===== src/rtl/pipeline_hazard_ctrl_if.sv =====
// rtl/pipeline_hazard_ctrl_if.sv - fetch inputs and pipeline control outputs of the hazard controller
// The master side feeds fetched instructions; the slave side is the controller itself.
interface pipeline_hazard_ctrl_if #(
  parameter int XLEN  = 32,
  parameter int RA_W  = 5,
  parameter int CNT_W = 16
);
  logic             start_i;
  logic [XLEN-1:0]  if_pc_i;
  logic [31:0]      if_instr_i;
  logic             id_branch_i;
  logic             pc_write_o;
  logic [XLEN-1:0]  ifid_pc_o;
  logic [31:0]      ifid_instr_o;
  logic [6:0]       ex_ctrl_o;
  logic [1:0]       ex_fwd_a_o;
  logic [1:0]       ex_fwd_b_o;
  logic [RA_W-1:0]  mem_rd_o;
  logic [3:0]       mem_ctrl_o;
  logic [RA_W-1:0]  wb_rd_o;
  logic             wb_regwrite_o;
  logic             wb_memtoreg_o;
  logic             stall_o;
  logic             flush_o;
  logic [CNT_W-1:0] stall_cnt_o;
  logic [CNT_W-1:0] flush_cnt_o;

  modport master (
    output start_i, if_pc_i, if_instr_i, id_branch_i,
    input  pc_write_o, ifid_pc_o, ifid_instr_o, ex_ctrl_o, ex_fwd_a_o, ex_fwd_b_o,
    input  mem_rd_o, mem_ctrl_o, wb_rd_o, wb_regwrite_o, wb_memtoreg_o,
    input  stall_o, flush_o, stall_cnt_o, flush_cnt_o
  );

  modport slave (
    input  start_i, if_pc_i, if_instr_i, id_branch_i,
    output pc_write_o, ifid_pc_o, ifid_instr_o, ex_ctrl_o, ex_fwd_a_o, ex_fwd_b_o,
    output mem_rd_o, mem_ctrl_o, wb_rd_o, wb_regwrite_o, wb_memtoreg_o,
    output stall_o, flush_o, stall_cnt_o, flush_cnt_o
  );
endinterface


===== src/rtl/pipeline_hazard_ctrl.sv =====
// rtl/pipeline_hazard_ctrl.sv - 5-stage RV32 control path: decode, load-use stall, branch flush, forwarding
// Holds IF/ID and the per-stage control/rd registers; datapath values live elsewhere.
module pipeline_hazard_ctrl #(
  parameter int XLEN  = 32,
  parameter int RA_W  = 5,
  parameter int CNT_W = 16
) (
  input logic                  clk_i,
  input logic                  rst_i,
  pipeline_hazard_ctrl_if.slave bus
);
  localparam logic [31:0] NOP = 32'h00000013;

  logic [XLEN-1:0]  ifid_pc;
  logic [31:0]      ifid_instr;
  logic [6:0]       ex_ctrl;
  logic [RA_W-1:0]  ex_rd, ex_rs1, ex_rs2;
  logic [3:0]       mem_ctrl;
  logic [RA_W-1:0]  mem_rd;
  logic             wb_regwrite, wb_memtoreg;
  logic [RA_W-1:0]  wb_rd;
  logic [CNT_W-1:0] stall_cnt, flush_cnt;

  logic [6:0]       id_ctrl;
  logic [RA_W-1:0]  id_rd, id_rs1, id_rs2;
  logic             stall, flush;
  logic [1:0]       fwd_a, fwd_b;

  assign id_rd  = RA_W'(ifid_instr[11:7]);
  assign id_rs1 = RA_W'(ifid_instr[19:15]);
  assign id_rs2 = RA_W'(ifid_instr[24:20]);

  // {ALUSrc, ALUOp[1:0], MemRead, MemWrite, RegWrite, MemToReg}
  always_comb begin
    id_ctrl = 7'b0000000;
    case (ifid_instr[6:0])
      7'b0110011: id_ctrl = 7'b0100010;
      7'b0010011: id_ctrl = 7'b1110010;
      7'b0000011: id_ctrl = 7'b1001011;
      7'b0100011: id_ctrl = 7'b1000100;
      7'b1100011: id_ctrl = 7'b0010000;
      default:    id_ctrl = 7'b0000000;
    endcase
  end

  assign stall = ex_ctrl[3] && (ex_rd != '0) && ((ex_rd == id_rs1) || (ex_rd == id_rs2));
  assign flush = bus.id_branch_i && !stall;

  // The younger EX/MEM result takes precedence over MEM/WB.
  always_comb begin
    fwd_a = 2'b00;
    if (mem_ctrl[1] && (mem_rd != '0) && (mem_rd == ex_rs1))
      fwd_a = 2'b10;
    else if (wb_regwrite && (wb_rd != '0) && (wb_rd == ex_rs1))
      fwd_a = 2'b01;
  end

  always_comb begin
    fwd_b = 2'b00;
    if (mem_ctrl[1] && (mem_rd != '0) && (mem_rd == ex_rs2))
      fwd_b = 2'b10;
    else if (wb_regwrite && (wb_rd != '0) && (wb_rd == ex_rs2))
      fwd_b = 2'b01;
  end

  always_ff @(posedge clk_i) begin
    if (rst_i) begin
      ifid_pc     <= '0;
      ifid_instr  <= NOP;
      ex_ctrl     <= '0;
      ex_rd       <= '0;
      ex_rs1      <= '0;
      ex_rs2      <= '0;
      mem_ctrl    <= '0;
      mem_rd      <= '0;
      wb_regwrite <= 1'b0;
      wb_memtoreg <= 1'b0;
      wb_rd       <= '0;
      stall_cnt   <= '0;
      flush_cnt   <= '0;
    end else if (bus.start_i) begin
      mem_ctrl    <= ex_ctrl[3:0];
      mem_rd      <= ex_rd;
      wb_regwrite <= mem_ctrl[1];
      wb_memtoreg <= mem_ctrl[0];
      wb_rd       <= mem_rd;
      if (stall) begin
        // Bubble carries no register names so it can never trigger forwarding.
        ex_ctrl <= '0;
        ex_rd   <= '0;
        ex_rs1  <= '0;
        ex_rs2  <= '0;
      end else begin
        ex_ctrl    <= id_ctrl;
        ex_rd      <= id_rd;
        ex_rs1     <= id_rs1;
        ex_rs2     <= id_rs2;
        ifid_pc    <= bus.if_pc_i;
        ifid_instr <= flush ? NOP : bus.if_instr_i;
      end
      if (stall && (stall_cnt != '1))
        stall_cnt <= stall_cnt + CNT_W'(1);
      if (flush && (flush_cnt != '1))
        flush_cnt <= flush_cnt + CNT_W'(1);
    end
  end

  assign bus.pc_write_o    = bus.start_i && !stall;
  assign bus.ifid_pc_o     = ifid_pc;
  assign bus.ifid_instr_o  = ifid_instr;
  assign bus.ex_ctrl_o     = ex_ctrl;
  assign bus.ex_fwd_a_o    = fwd_a;
  assign bus.ex_fwd_b_o    = fwd_b;
  assign bus.mem_rd_o      = mem_rd;
  assign bus.mem_ctrl_o    = mem_ctrl;
  assign bus.wb_rd_o       = wb_rd;
  assign bus.wb_regwrite_o = wb_regwrite;
  assign bus.wb_memtoreg_o = wb_memtoreg;
  assign bus.stall_o       = stall;
  assign bus.flush_o       = flush;
  assign bus.stall_cnt_o   = stall_cnt;
  assign bus.flush_cnt_o   = flush_cnt;
endmodule


===== src/flat_wrapper.sv =====
// flat-port wrapper written by rule: the top's interface ports become plain ports
module pipeline_hazard_ctrl_flat 
#(
  parameter int XLEN  = 32,
  parameter int RA_W  = 5,
  parameter int CNT_W = 16
)
  (clk_i, rst_i, bus_start_i, bus_if_pc_i, bus_if_instr_i, bus_id_branch_i, bus_pc_write_o, bus_ifid_pc_o, bus_ifid_instr_o, bus_ex_ctrl_o, bus_ex_fwd_a_o, bus_ex_fwd_b_o, bus_mem_rd_o, bus_mem_ctrl_o, bus_wb_rd_o, bus_wb_regwrite_o, bus_wb_memtoreg_o, bus_stall_o, bus_flush_o, bus_stall_cnt_o, bus_flush_cnt_o);
  pipeline_hazard_ctrl_if #(.XLEN(XLEN), .RA_W(RA_W), .CNT_W(CNT_W)) bus_i ();
  input logic clk_i;
  input logic rst_i;
  input wire logic [$bits(bus_i.start_i)-1:0] bus_start_i;
  input wire logic [$bits(bus_i.if_pc_i)-1:0] bus_if_pc_i;
  input wire logic [$bits(bus_i.if_instr_i)-1:0] bus_if_instr_i;
  input wire logic [$bits(bus_i.id_branch_i)-1:0] bus_id_branch_i;
  output wire logic [$bits(bus_i.pc_write_o)-1:0] bus_pc_write_o;
  output wire logic [$bits(bus_i.ifid_pc_o)-1:0] bus_ifid_pc_o;
  output wire logic [$bits(bus_i.ifid_instr_o)-1:0] bus_ifid_instr_o;
  output wire logic [$bits(bus_i.ex_ctrl_o)-1:0] bus_ex_ctrl_o;
  output wire logic [$bits(bus_i.ex_fwd_a_o)-1:0] bus_ex_fwd_a_o;
  output wire logic [$bits(bus_i.ex_fwd_b_o)-1:0] bus_ex_fwd_b_o;
  output wire logic [$bits(bus_i.mem_rd_o)-1:0] bus_mem_rd_o;
  output wire logic [$bits(bus_i.mem_ctrl_o)-1:0] bus_mem_ctrl_o;
  output wire logic [$bits(bus_i.wb_rd_o)-1:0] bus_wb_rd_o;
  output wire logic [$bits(bus_i.wb_regwrite_o)-1:0] bus_wb_regwrite_o;
  output wire logic [$bits(bus_i.wb_memtoreg_o)-1:0] bus_wb_memtoreg_o;
  output wire logic [$bits(bus_i.stall_o)-1:0] bus_stall_o;
  output wire logic [$bits(bus_i.flush_o)-1:0] bus_flush_o;
  output wire logic [$bits(bus_i.stall_cnt_o)-1:0] bus_stall_cnt_o;
  output wire logic [$bits(bus_i.flush_cnt_o)-1:0] bus_flush_cnt_o;
  assign bus_i.start_i = bus_start_i;
  assign bus_i.if_pc_i = bus_if_pc_i;
  assign bus_i.if_instr_i = bus_if_instr_i;
  assign bus_i.id_branch_i = bus_id_branch_i;
  assign bus_pc_write_o = bus_i.pc_write_o;
  assign bus_ifid_pc_o = bus_i.ifid_pc_o;
  assign bus_ifid_instr_o = bus_i.ifid_instr_o;
  assign bus_ex_ctrl_o = bus_i.ex_ctrl_o;
  assign bus_ex_fwd_a_o = bus_i.ex_fwd_a_o;
  assign bus_ex_fwd_b_o = bus_i.ex_fwd_b_o;
  assign bus_mem_rd_o = bus_i.mem_rd_o;
  assign bus_mem_ctrl_o = bus_i.mem_ctrl_o;
  assign bus_wb_rd_o = bus_i.wb_rd_o;
  assign bus_wb_regwrite_o = bus_i.wb_regwrite_o;
  assign bus_wb_memtoreg_o = bus_i.wb_memtoreg_o;
  assign bus_stall_o = bus_i.stall_o;
  assign bus_flush_o = bus_i.flush_o;
  assign bus_stall_cnt_o = bus_i.stall_cnt_o;
  assign bus_flush_cnt_o = bus_i.flush_cnt_o;
  pipeline_hazard_ctrl #(.XLEN(XLEN), .RA_W(RA_W), .CNT_W(CNT_W)) u_core (.clk_i(clk_i), .rst_i(rst_i), .bus(bus_i));
endmodule

===== config.mk =====
export PLATFORM = sky130hd
export DESIGN_NAME = pipeline_hazard_ctrl_flat
export DESIGN_NICKNAME = d
export VERILOG_FILES = /design/src/rtl/pipeline_hazard_ctrl_if.sv /design/src/rtl/pipeline_hazard_ctrl.sv /design/src/flat_wrapper.sv
export SDC_FILE = /design/constraint.sdc
export NUM_CORES = 1
export LEC_CHECK = 0
export ABC_AREA = 1
export BUFFER_PORTS_ARGS = -buffer_cell sky130_fd_sc_hd__buf_2
export CAP_MARGIN = 0
export CORE_MARGIN = 3
export CORE_UTILIZATION = 25
export CTS_BUF_LIST = sky130_fd_sc_hd__clkbuf_4
export CTS_CLUSTER_DIAMETER = 200
export DETAILED_ROUTE_END_ITERATION = 8
export PLACE_DENSITY = 0.45
export SLEW_MARGIN = 20
export SYNTH_ARGS = -nofsm -noshare
export SYNTH_HDL_FRONTEND = slang
export SYNTH_SLANG_ARGS = --single-unit

===== constraint.sdc =====
create_clock -name clk_i -period 1.85 [get_ports clk_i]
set_clock_uncertainty 0.05 [all_clocks]
set_input_delay 0.185 -clock clk_i [delete_from_list [all_inputs] [get_ports clk_i]]
set_output_delay 0.185 -clock clk_i [all_outputs]
set_load 0.02 [all_outputs]

* Word-level counts from Yosys, hierarchy flattened
Index checks and enable logic that the tools add are counted.
** Operators by class
- Muxes and demuxes :: 10
- Reduce and logical (&&, ||, !) cells :: 20
- Bitwise logic cells :: 1
- $add $sub $neg :: 2
- Equality and inequality tests :: 13
** Operator list (number)
- 7-bit case mux with 5 select lines :: 1
- 16-bit by 1-bit adder with 16-bit output (second input constant) :: 2
- 32-bit two-way mux :: 1
- 16-bit inequality test (second input constant) :: 2
- 5-bit equality test :: 6
- 5-bit two-way mux :: 3
- 5-bit nonzero test :: 3
- 7-bit by 6-bit equality test with 1-bit output (second input constant) :: 2
- 1-bit logical AND :: 12
- 7-bit by 2-bit equality test with 1-bit output (second input constant) :: 1
- 7-bit by 5-bit equality test with 1-bit output (second input constant) :: 1
- 7-bit equality test (second input constant) :: 1
- 7-bit two-way mux :: 1
- 2-bit AND reduction :: 3
- 2-bit two-way mux :: 2
- 1-bit two-way mux :: 2
- 1-bit zero test :: 1
- 1-bit logical OR :: 1
- 1-bit NOT :: 1
** Word-level totals
- Flip-flop bits (word level) :: 134
- Output and inout port bits :: 126
- Input bits :: 68

* Depth between registers and ports, before layout
Gate-level depths: netlist of the first run.
- Depth after elaboration :: 7
- Gate-level depth with buffers :: 13
- Gate-level depth less buffers :: 12

* Least setup slack after synthesis of the first run
OpenSTA, ideal clock, no wires.
- Path type :: register to output
- From :: reg u_core.mem_rd[2], in the netlist u_core.bus.mem_rd_o[2]
- To :: out bus_ex_fwd_b_o[0]
- Arrival time :: 1.792 ns
- Setup slack :: -0.177 ns
- Stages on the path, launching flop included :: 5
- Cell sequence :: dfxtp_1 -> xnor2_1 -> nand2_1 -> nor4_1 -> nor2_1
** On the way
- Cells in the longest elaborated chain, start to end :: 4
- Elaborated cells between the ends (all ways) :: 5
- Those cells by class :: eq/ne (1); mux (1); reduce/logical (3)
** RTL lines
- start, declared :: line pipeline_hazard_ctrl.sv:19 : logic [RA_W-1:0] mem_rd;
- start signal, assigned :: line pipeline_hazard_ctrl.sv:83 : mem_rd <= ex_rd;
- 5-bit nonzero test :: line pipeline_hazard_ctrl.sv:60 : if (mem_ctrl[1] && (mem_rd != '0) && (mem_rd == ex_rs2))
- 1-bit logical AND :: line pipeline_hazard_ctrl.sv:60
- 1-bit logical AND (*) :: line pipeline_hazard_ctrl.sv:60
- 2-bit two-way mux (*) :: line pipeline_hazard_ctrl.sv:60
- end, declared :: line flat_wrapper.sv:21 : output wire logic [$bits(bus_i.ex_fwd_b_o)-1:0] bus_ex_fwd_b_o;
Every way passes the cells marked *; elsewhere a longest branch is shown, timed or not.

* Final worst setup path of the first run
- From :: reg u_core.wb_rd[0], in the netlist u_core.bus.wb_rd_o[0]
- To :: out bus_ex_fwd_b_o[0]
** On the way
- Cells in the longest elaborated chain, start to end :: 5
- Elaborated cells between the ends (all ways) :: 6
- Those cells by class :: eq/ne (1); mux (2); reduce/logical (3)
** RTL lines
- start, declared :: line pipeline_hazard_ctrl.sv:21 : logic [RA_W-1:0] wb_rd;
- start signal, assigned :: line pipeline_hazard_ctrl.sv:86 : wb_rd <= mem_rd;
- 5-bit nonzero test :: line pipeline_hazard_ctrl.sv:62 : else if (wb_regwrite && (wb_rd != '0) && (wb_rd == ex_rs2))
- 1-bit logical AND :: line pipeline_hazard_ctrl.sv:62
- 1-bit logical AND (*) :: line pipeline_hazard_ctrl.sv:62
- 1-bit two-way mux (*) :: line pipeline_hazard_ctrl.sv:62
- 2-bit two-way mux (*) :: line pipeline_hazard_ctrl.sv:60
Marked as above.

==> summary.txt, run 1 <==
GRT
  – Overall track demand over capacity in global routing: 0.1571
  – Maximum number of pins on one net before global-route repair: 64
  – Via count of the first global-routing pass: 6,023
  – Overall overflow remaining after global route: 0
  – Wire length of the first global-routing pass: 32,520 µm
  – Number of antenna violations at the first check in global routing: 2

Power
  – Leakage power of the design: 0.004100 µW
  – Sequential Power Share: 0.485
  – Cell Int Power: 4438 µW
  – Peak supply drop: approximately 0.28 mV
  – Clock power frac: 0.328
  – Proportion of total power due to net switching: 0.3028
  – Total power divided by cell area: 700.7 nW/µm²
  – Power share of the combinational group: 0.187
  – Net switching power figure: 1927 µW

Critical path
  – Worst path buffer plus inverter count: 2
  – Cell with the biggest individual delay on the critical path: sky130_fd_sc_hd__or4_4
  – Critical path data arrival time: roughly 1900 ps
  – CP cell instances: or4_4 -> o21ai_2 -> inv_2 -> nand2_1 -> nor2_1 -> buf_4
  – Endpoint kind of the worst setup timing path: primary output
  – Logic depth of the worst setup path including buffers: 6
  – Cell type group with the largest total delay on the critical path: simple AND/OR/NAND/NOR gates
  – Critical path data required time: approximately 1600 ps
  – Path type of the worst setup path: flip-flop to primary output
  – Number of cell instances on the worst register-to-register path: 12
  – Category of the worst setup path launch point: flip-flop
  – Reg-to-reg setup timing slack: 100 ps
  – Highest cell delay on the worst timing path: 530 ps
  – Peak fanout along the critical path: 3

Die
  – Top-level I/O count: 194
  – Std-Cell Rows: 55
  – Initial Util: 0.2588
  – Die area: 25,680 µm²
  – Core Box Area: 22,980 µm²
  – Die boundary height: between 150 and 200 µm
  – Die X: 160.3 µm

Clock network
  – Total number of clock tree sinks: 132
  – Clock tree root buffer cell: sky130_fd_sc_hd__clkbuf_4
  – CTS tree: built
  – Number of buffers on the longest clock path: 2
  – H-Tree Depth: 4
  – Clock latency of the later-clocked register in the worst-skew pair: 570 ps
  – Post-CTS clock slew at the launch and capture registers of the worst setup and hold paths: 130 ps
  – Number of buffers added by the clock tree synthesis step: 17

Logic synthesis
  – Area share of the leading cell type in the synthesized netlist: 0.4443
  – Library cells used by synthesis: 35
  – FF+latch count, synth: 132
  – Combined area of all synthesized cells: between 5000 and 6000 µm²
  – Number of flops mapped to enable cells by yosys: 0
  – Fraction of the yosys area taken by sequential cells: 0.4443
  – Mapped Cells: 830
  – Number of nets produced by synthesis: 900
  – Fraction of registers with async set or reset after synthesis: 0
  – Cell taking the most area after synthesis: sky130_fd_sc_hd__dfxtp_1
  – Synthesized area per cell: just over 7 µm²
  – Cells taking the most area after synthesis: sky130_fd_sc_hd__dfxtp_1 44%, sky130_fd_sc_hd__nor2_1 11%, sky130_fd_sc_hd__nand2_1 9.0%
  – YS warnings: 0
  – Post-synth top flop: sky130_fd_sc_hd__dfxtp_1

Timing
  – Final setup vio count: 7
  – Hold violation total from the final report: 0
  – RSZ-0062 raised after global routing: yes
  – Slew headroom: 0.5731
  – Slew at the pin with the worst max-slew slack: 640.4 ps
  – Crit path setup slack, layout: -267.5 ps
  – Part of the cycle the worst path needs: 1.145
  – Time the worst path needs with I/O delays and setup: 2118 ps
  – Setup TNS: -1269 ps
  – Max Transition Viols Final: 0
  – Min Hold Slack: 91.86 ps
  – Upper clock frequency limit: 472.3 MHz

Cells and area
  – Net count, final: 1,199
  – Fraction of layout instances using a drive strength above 1: 0.3433
  – Final Non-Filler Cells: approximately 1,500
  – Post-route cell area: 9084 µm²
  – Final core utilization: 0.3952
  – Area added between synthesis and finish: 52.71%

Routing
  – Aggregate routed wire length: 21,590 µm
  – TritonRoute pass-1 iters: 5
  – Detail-routed net length per standard cell: 14.82 µm
  – DR vias/cell: 4.404
  – Final antenna-violating net count: 0
  – Number of DRC markers after the initial detailed-route iteration: 233
  – DRC violation count after routing: 0
  – Vias post-DR: 6,416

Hold path
  – Hold/Removal Path Class: input pin to flip-flop
  – Number of stages on the worst hold path: 4

Status
  – Violations in the final reports: negative setup slack
  – Outcome: finished, violations left

Placed design
  – Area of placed instances: around 7400 µm²
  – Final Wtd Congestion: 0.8078
  – Detailed placer's ending HPWL: 13,800 µm
  – Post-placement cell count: 1,324
  – Count of input and output buffers: 193

Run
  – Number of maximum-capacitance violations: 0
## cells by family (layout without fill, tap and decap cells)
kind of cell,after synthesis,in the layout,synth area share
AND/OR/NAND/NOR,400,401,0.2854
buffers and inverters,114,425,0.08982
AO/OA/AOI/OAI,155,155,0.1365
flip-flops,132,132,0.4443
adder cells (fa/ha/maj),2,2,0.004206
XOR/XNOR,27,27,0.03975
other,0,2,0
## cells in the mapped netlist, drive strengths merged (8+ instances only)
| cell type | n |
|---|---|
| dfxtp | 132 |
| buf | 23 |
| nor2 | 177 |
| xnor2 | 17 |
| nand2 | 145 |
| o21bai | 8 |
| inv | 64 |
| nor3 | 25 |
| nand3 | 24 |
| a21oi | 73 |
| nand4 | 21 |
| xor2 | 10 |
| clkbuf | 24 |
| o21ai | 71 |
## per-stage QoR
stage / setup slack (ps) / total power, µW
4_1_cts: -304.3 / 6345
5_1_grt: -395.1 / 6694
3_3_place_gp: 30.25 / 4077
6_report: -267.5 / 6365
2_1_floorplan: -17.62 / 3714
3_5_place_dp: 53.86 / 4076
## final cells by class
class	count	area [µm²]
clock inverters	14	160.2
repair buffers	324	2354
well taps	313	391.6
inverters	67	271.5
fillers	2487	13900
multi-input cells	585	3060
repair inverters	2	17.52
diodes	2	5.005
clock buffers	18	135.1
flip-flops and latches	132	2689
## layout by cell type (no fill, tap or decap), types with 16 or more instances in the layout
master,count
sky130_fd_sc_hd__clkbuf_4,18
sky130_fd_sc_hd__nand4_1,19
sky130_fd_sc_hd__inv_1,55
sky130_fd_sc_hd__buf_2,187
sky130_fd_sc_hd__xnor2_1,16
sky130_fd_sc_hd__dfxtp_2,16
sky130_fd_sc_hd__nand2_1,133
sky130_fd_sc_hd__nand3_1,21
sky130_fd_sc_hd__o21ai_0,52
sky130_fd_sc_hd__nor2_1,159
sky130_fd_sc_hd__dfxtp_1,109
sky130_fd_sc_hd__nor3_1,19
sky130_fd_sc_hd__buf_4,49
sky130_fd_sc_hd__dlygate4sd3_1,65
sky130_fd_sc_hd__a21oi_1,69
## power groups by stage
stage / logic [µW] / registers [µW] / clock network (µW)
6_report: 1190 / 3090 / 2090
3_5_place_dp: 931 / 3150 / 0
5_1_grt: 1300 / 3110 / 2290
3_3_place_gp: 932 / 3150 / 0
4_1_cts: 1070 / 3080 / 2190
2_1_floorplan: 430 / 3280 / 0
## worst register-to-register path: stages, from the launching register on
cell,delay (ps)
sky130_fd_sc_hd__dfxtp_4,380
sky130_fd_sc_hd__nand2_2,70
sky130_fd_sc_hd__inv_2,30
sky130_fd_sc_hd__nor2_1,80
sky130_fd_sc_hd__nor2_1,60
sky130_fd_sc_hd__nand3_1,90
sky130_fd_sc_hd__nand2_2,80
sky130_fd_sc_hd__nand2_4,110
sky130_fd_sc_hd__buf_6,120
sky130_fd_sc_hd__buf_8,120
sky130_fd_sc_hd__nand4_1,200
sky130_fd_sc_hd__o21bai_1,210
sky130_fd_sc_hd__nor2_1,50
## path summary, 6_finish.rpt
| check | endpoint | startpoint |
|---|---|---|
| worst min-delay path | u_core.bus.ifid_instr_o[4] | bus_id_branch_i |
| worst min register to register | u_core.bus.ex_ctrl_o[6] | u_core.bus.ex_ctrl_o[6] |
| worst max register to register | u_core.bus.flush_cnt_o[2] | u_core.ex_rd[0] |
| worst max-delay path | bus_ex_fwd_b_o[0] | u_core.bus.wb_rd_o[0] |
## flip-flops by register name (all words and copies together), names as in the netlist, 5 cells and up
name	count
u_core.bus.ifid_instr_o	32
u_core.bus.ifid_pc_o	32
u_core.bus.mem_rd_o	5
u_core.ex_rs1	5
u_core.bus.ex_ctrl_o	6
u_core.bus.flush_cnt_o	16
u_core.ex_rd	5
u_core.ex_rs2	5
u_core.bus.stall_cnt_o	16
u_core.bus.wb_rd_o	5
## repair_timing
action | CTS | global route
buffers inserted | 7 | 18
resized for setup | 43 | 91
hold endpoints to repair | 65 | 0
cloned | 0 | 12
pin swaps | 6 | 17
endpoints found under the setup margin | 7 | 113
hold buffers | 65 | 0
## routing by layer
layer  up-vias  GRT usage  share of wire
met5         -          0              0
met4         0    0.05325          0.023
met3        33    0.03917          0.045
met2       144     0.2572           0.47
met1      2943     0.2024           0.46
li1       3296          -              -
Note: power is estimated with default switching activity, not from simulation.
==> run 2, diff against run 1 <==
--- a/config.mk
+++ b/config.mk
@@ -8,12 +8,14 @@
 export ABC_AREA = 1
 export BUFFER_PORTS_ARGS = -buffer_cell sky130_fd_sc_hd__buf_2
 export CAP_MARGIN = 0
+export CELL_PAD_IN_SITES_DETAIL_PLACEMENT = 0
+export CELL_PAD_IN_SITES_GLOBAL_PLACEMENT = 2
 export CORE_MARGIN = 3
 export CORE_UTILIZATION = 25
 export CTS_BUF_LIST = sky130_fd_sc_hd__clkbuf_4
 export CTS_CLUSTER_DIAMETER = 200
 export DETAILED_ROUTE_END_ITERATION = 8
-export PLACE_DENSITY = 0.45
+export PLACE_DENSITY = 0.74
 export SLEW_MARGIN = 20
 export SYNTH_ARGS = -nofsm -noshare
 export SYNTH_HDL_FRONTEND = slang
==> run 2 against run 1 <==
The flow still finishes with violations (negative setup slack). Design area rose by 0.94%. Register-to-register slack got worse by 150 ps. Utilization up 0.37 points. Critical endpoint is now bus_pc_write_o. Largest cell class unchanged. Largest power group unchanged. Highest routed layer unchanged.
==> summary.txt, run 2 (synthesized netlist as in run 1, its figures left out) <==
Critical path
  – Critical path data arrival time: 1850 ps (-30 ps)
  – Setup crit start: u_core.ex_rd[0]
  – Critical path data required time: 1620 ps (about the same)
  – Number of cell instances on the worst register-to-register path: 14 (+2)
  – Category of the worst setup path launch point: flip-flop
  – Path type of the worst setup path: flip-flop to primary output
  – R2R Path End: u_core.bus.stall_cnt_o[3]
  – Reg-to-reg setup timing slack: -50 ps (-150 ps)
  – Endpoint kind of the worst setup timing path: primary output
  – Startpoint of the most critical register-to-register path: u_core.ex_rd[0]
  – Capturing instance or port of the critical path: bus_pc_write_o
  – Peak fanout along the critical path: 5 (+2)

Routing
  – Detail-routed net length per standard cell: 15.13 µm (+2.1%)
  – Number of DRC markers after the initial detailed-route iteration: 311 (+33%)
  – Aggregate routed wire length: 22,370 µm (+3.6%)
  – DR vias/cell: 4.423 (+0.44%)
  – TritonRoute pass-1 iters: 4 (-1)
  – DRC violation count after routing: 0 (unchanged)
  – Vias post-DR: 6,537 (+1.9%)
  – Final antenna-violating net count: 0 (unchanged)

Cells and area
  – Post-route cell area: 9169 µm² (+0.94%)
  – Commonest non-fill, non-tap cell in the layout: sky130_fd_sc_hd__buf_2
  – Layout fillers: 2,494 (+0.28%)
  – Highest-count cells in the layout ignoring fill and taps: 186 x sky130_fd_sc_hd__buf_2, 158 x sky130_fd_sc_hd__nor2_1, 132 x sky130_fd_sc_hd__nand2_1
  – Multi-input gate area in the final layout: 2975 µm² (-2.8%)
  – FF+latch area: 2701 µm² (+0.47%)
  – Area added between synthesis and finish: 54.14%
  – Fraction of layout instances using a drive strength above 1: 0.3514 (+0.008117)
  – Net count, final: 1,221 (+1.8%)

Die
  – Initial Util: 0.2588 (unchanged)
  – Core Box Area: 22,980 µm² (unchanged)
  – Top-level I/O count: 194 (unchanged)
  – Die X: 160.3 µm (unchanged)
  – Die boundary height: 160.3 µm (unchanged)
  – Std-Cell Rows: 55 (unchanged)
  – Die area: 25,680 µm² (unchanged)

Placed design
  – Final Wtd Congestion: 0.7833 (-3.0%)
  – Area of placed instances: 7614 µm² (+3.2%)
  – Count of input and output buffers: 193 (unchanged)
  – Detailed placer's ending HPWL: 14,710 µm (+6.6%)

Clock network
  – CTS tree: built
  – Total number of clock tree sinks: 132 (unchanged)
  – Clock latency of the later-clocked register in the worst-skew pair: 520 ps (-50 ps)
  – Post-CTS clock slew at the launch and capture registers of the worst setup and hold paths: 130 ps (about the same)
  – Number of buffers added by the clock tree synthesis step: 17 (unchanged)
  – Clock tree root buffer cell: sky130_fd_sc_hd__clkbuf_4
  – Number of buffers on the longest clock path: 2 (unchanged)
  – H-Tree Depth: 4 (unchanged)

GRT
  – Wire length of the first global-routing pass: 34,490 µm (+6.1%)
  – Maximum number of pins on one net before global-route repair: 53 (-17%)
  – Via count of the first global-routing pass: 6,476 (+7.5%)
  – Overall overflow remaining after global route: 0 (unchanged)
  – Number of antenna violations at the first check in global routing: 1 (-1)
  – Overall track demand over capacity in global routing: 0.1668 (+0.009689)

Hold path
  – Startpoint of the most critical hold path: bus_start_i
  – Hold/Removal Path Class: input pin to flip-flop

Timing
  – Min Hold Slack: 119.9 ps (+28.05 ps)
  – Crit path setup slack, layout: -234.3 ps (+33.18 ps)
  – Max Transition Viols Final: 0 (unchanged)
  – Upper clock frequency limit: 479.8 MHz (+1.6%)
  – Hold violation total from the final report: 0 (unchanged)
  – RSZ-0062 raised after global routing: yes
  – Time the worst path needs with I/O delays and setup: 2084 ps (-33.18 ps)
  – Slew at the pin with the worst max-slew slack: 630.3 ps (-10.04 ps)
  – Slew headroom: 0.5798 (+0.006695)
  – Final setup vio count: 21 (+14)
  – Part of the cycle the worst path needs: 1.127 (-0.01793)

Power
  – Leakage power of the design: 0.004198 µW (+2.4%)
  – Pwr Total: 6448 µW (+1.3%)
  – Peak supply drop: 0.4186 mV (+52%)
  – Total power divided by cell area: 703.2 nW/µm² (+0.36%)

Status
  – Violations in the final reports: negative setup slack
  – Outcome: finished, violations left

Run
  – Number of maximum-capacitance violations: 0 (unchanged)
run 2: cell types whose count changed in the layout (fill, tap and decap cells not counted), sizes merged:
cell	before	now
buf	254	278
clkbuf	23	24
clkinv	8	6
clkinvlp	3	4
diode	2	1
dlygate4sd3	65	66
inv	69	66
nand3	25	24
nor2	177	178
run 2: area by class of cell:
type / count / area share
tap: 313 / 0.04271
inverter: 67 / 0.02852
clock buffer: 20 / 0.01638
sequential: 132 / 0.2946
antenna: 1 / 0.0002729
clock inverter: 12 / 0.01706
timing repair buffer: 348 / 0.2759
multi-input combinational: 585 / 0.3245
run 2: worst min path at each step:
stage	cells past startpoint	end
after floorplan	2	u_core.bus.ifid_instr_o[4]
after global placement	3	u_core.bus.ifid_instr_o[0]
after detailed placement	3	u_core.bus.ifid_instr_o[1]
after CTS	5	u_core.bus.flush_cnt_o[5]
after global routing	5	u_core.bus.flush_cnt_o[5]
final	5	u_core.bus.flush_cnt_o[5]
run 2: metrics by stage:
stage                 util  instances  setup TNS, ps  setup WS (ps)
detailed placement  0.3312       1357          -3974         -312.8
floorplan                -        830         -17.62         -17.62
CTS                 0.3842       1468          -1810         -327.5
finish              0.3989       1478          -1635         -234.3
global route        0.3989       1478          -9091         -402.0
global placement    0.3312       1357          -3247         -250.9
run 2: report_power, final:
part | switching [µW] | internal [µW]
logic | 671 | 547
registers | 112 | 2970
clock network | 1160 | 985
total | 1940 | 4510
run 2: worst max-delay path, stage by stage (launching register included):
cell                      delay [ps]
sky130_fd_sc_hd__dfxtp_4         400
sky130_fd_sc_hd__inv_2            50
sky130_fd_sc_hd__nand2_1          50
sky130_fd_sc_hd__nand2_1          50
sky130_fd_sc_hd__nor2_1           90
sky130_fd_sc_hd__nand3_1         100
sky130_fd_sc_hd__nand2_2         100
sky130_fd_sc_hd__buf_6           110
sky130_fd_sc_hd__nand2_8          60
sky130_fd_sc_hd__nand2_4          70
sky130_fd_sc_hd__inv_4            40
sky130_fd_sc_hd__buf_12          120
sky130_fd_sc_hd__buf_8           120
run 2: layer usage:
metal / GRT usage / share of wire / vias up / wire [µm]
met4: 0.05444 / 0.024 / 0 / 546
li1: - / - / 3321 / -
met3: 0.04228 / 0.046 / 30 / 1024
met1: 0.2066 / 0.46 / 3035 / 10190
met5: 0 / 0 / - / 0
met2: 0.2835 / 0.47 / 151 / 10610
run 2: what timing repair did:
| action | 4_1_cts | 5_1_grt |
|---|---|---|
| gates resized for setup | 52 | 72 |
| hold buffers | 66 | 0 |
| gates cloned | 2 | 6 |
| endpoints found under the hold margin | 65 | 0 |
| buffers inserted | 13 | 4 |
| endpoints found under the setup margin | 30 | 124 |
| pin swaps | 11 | 13 |
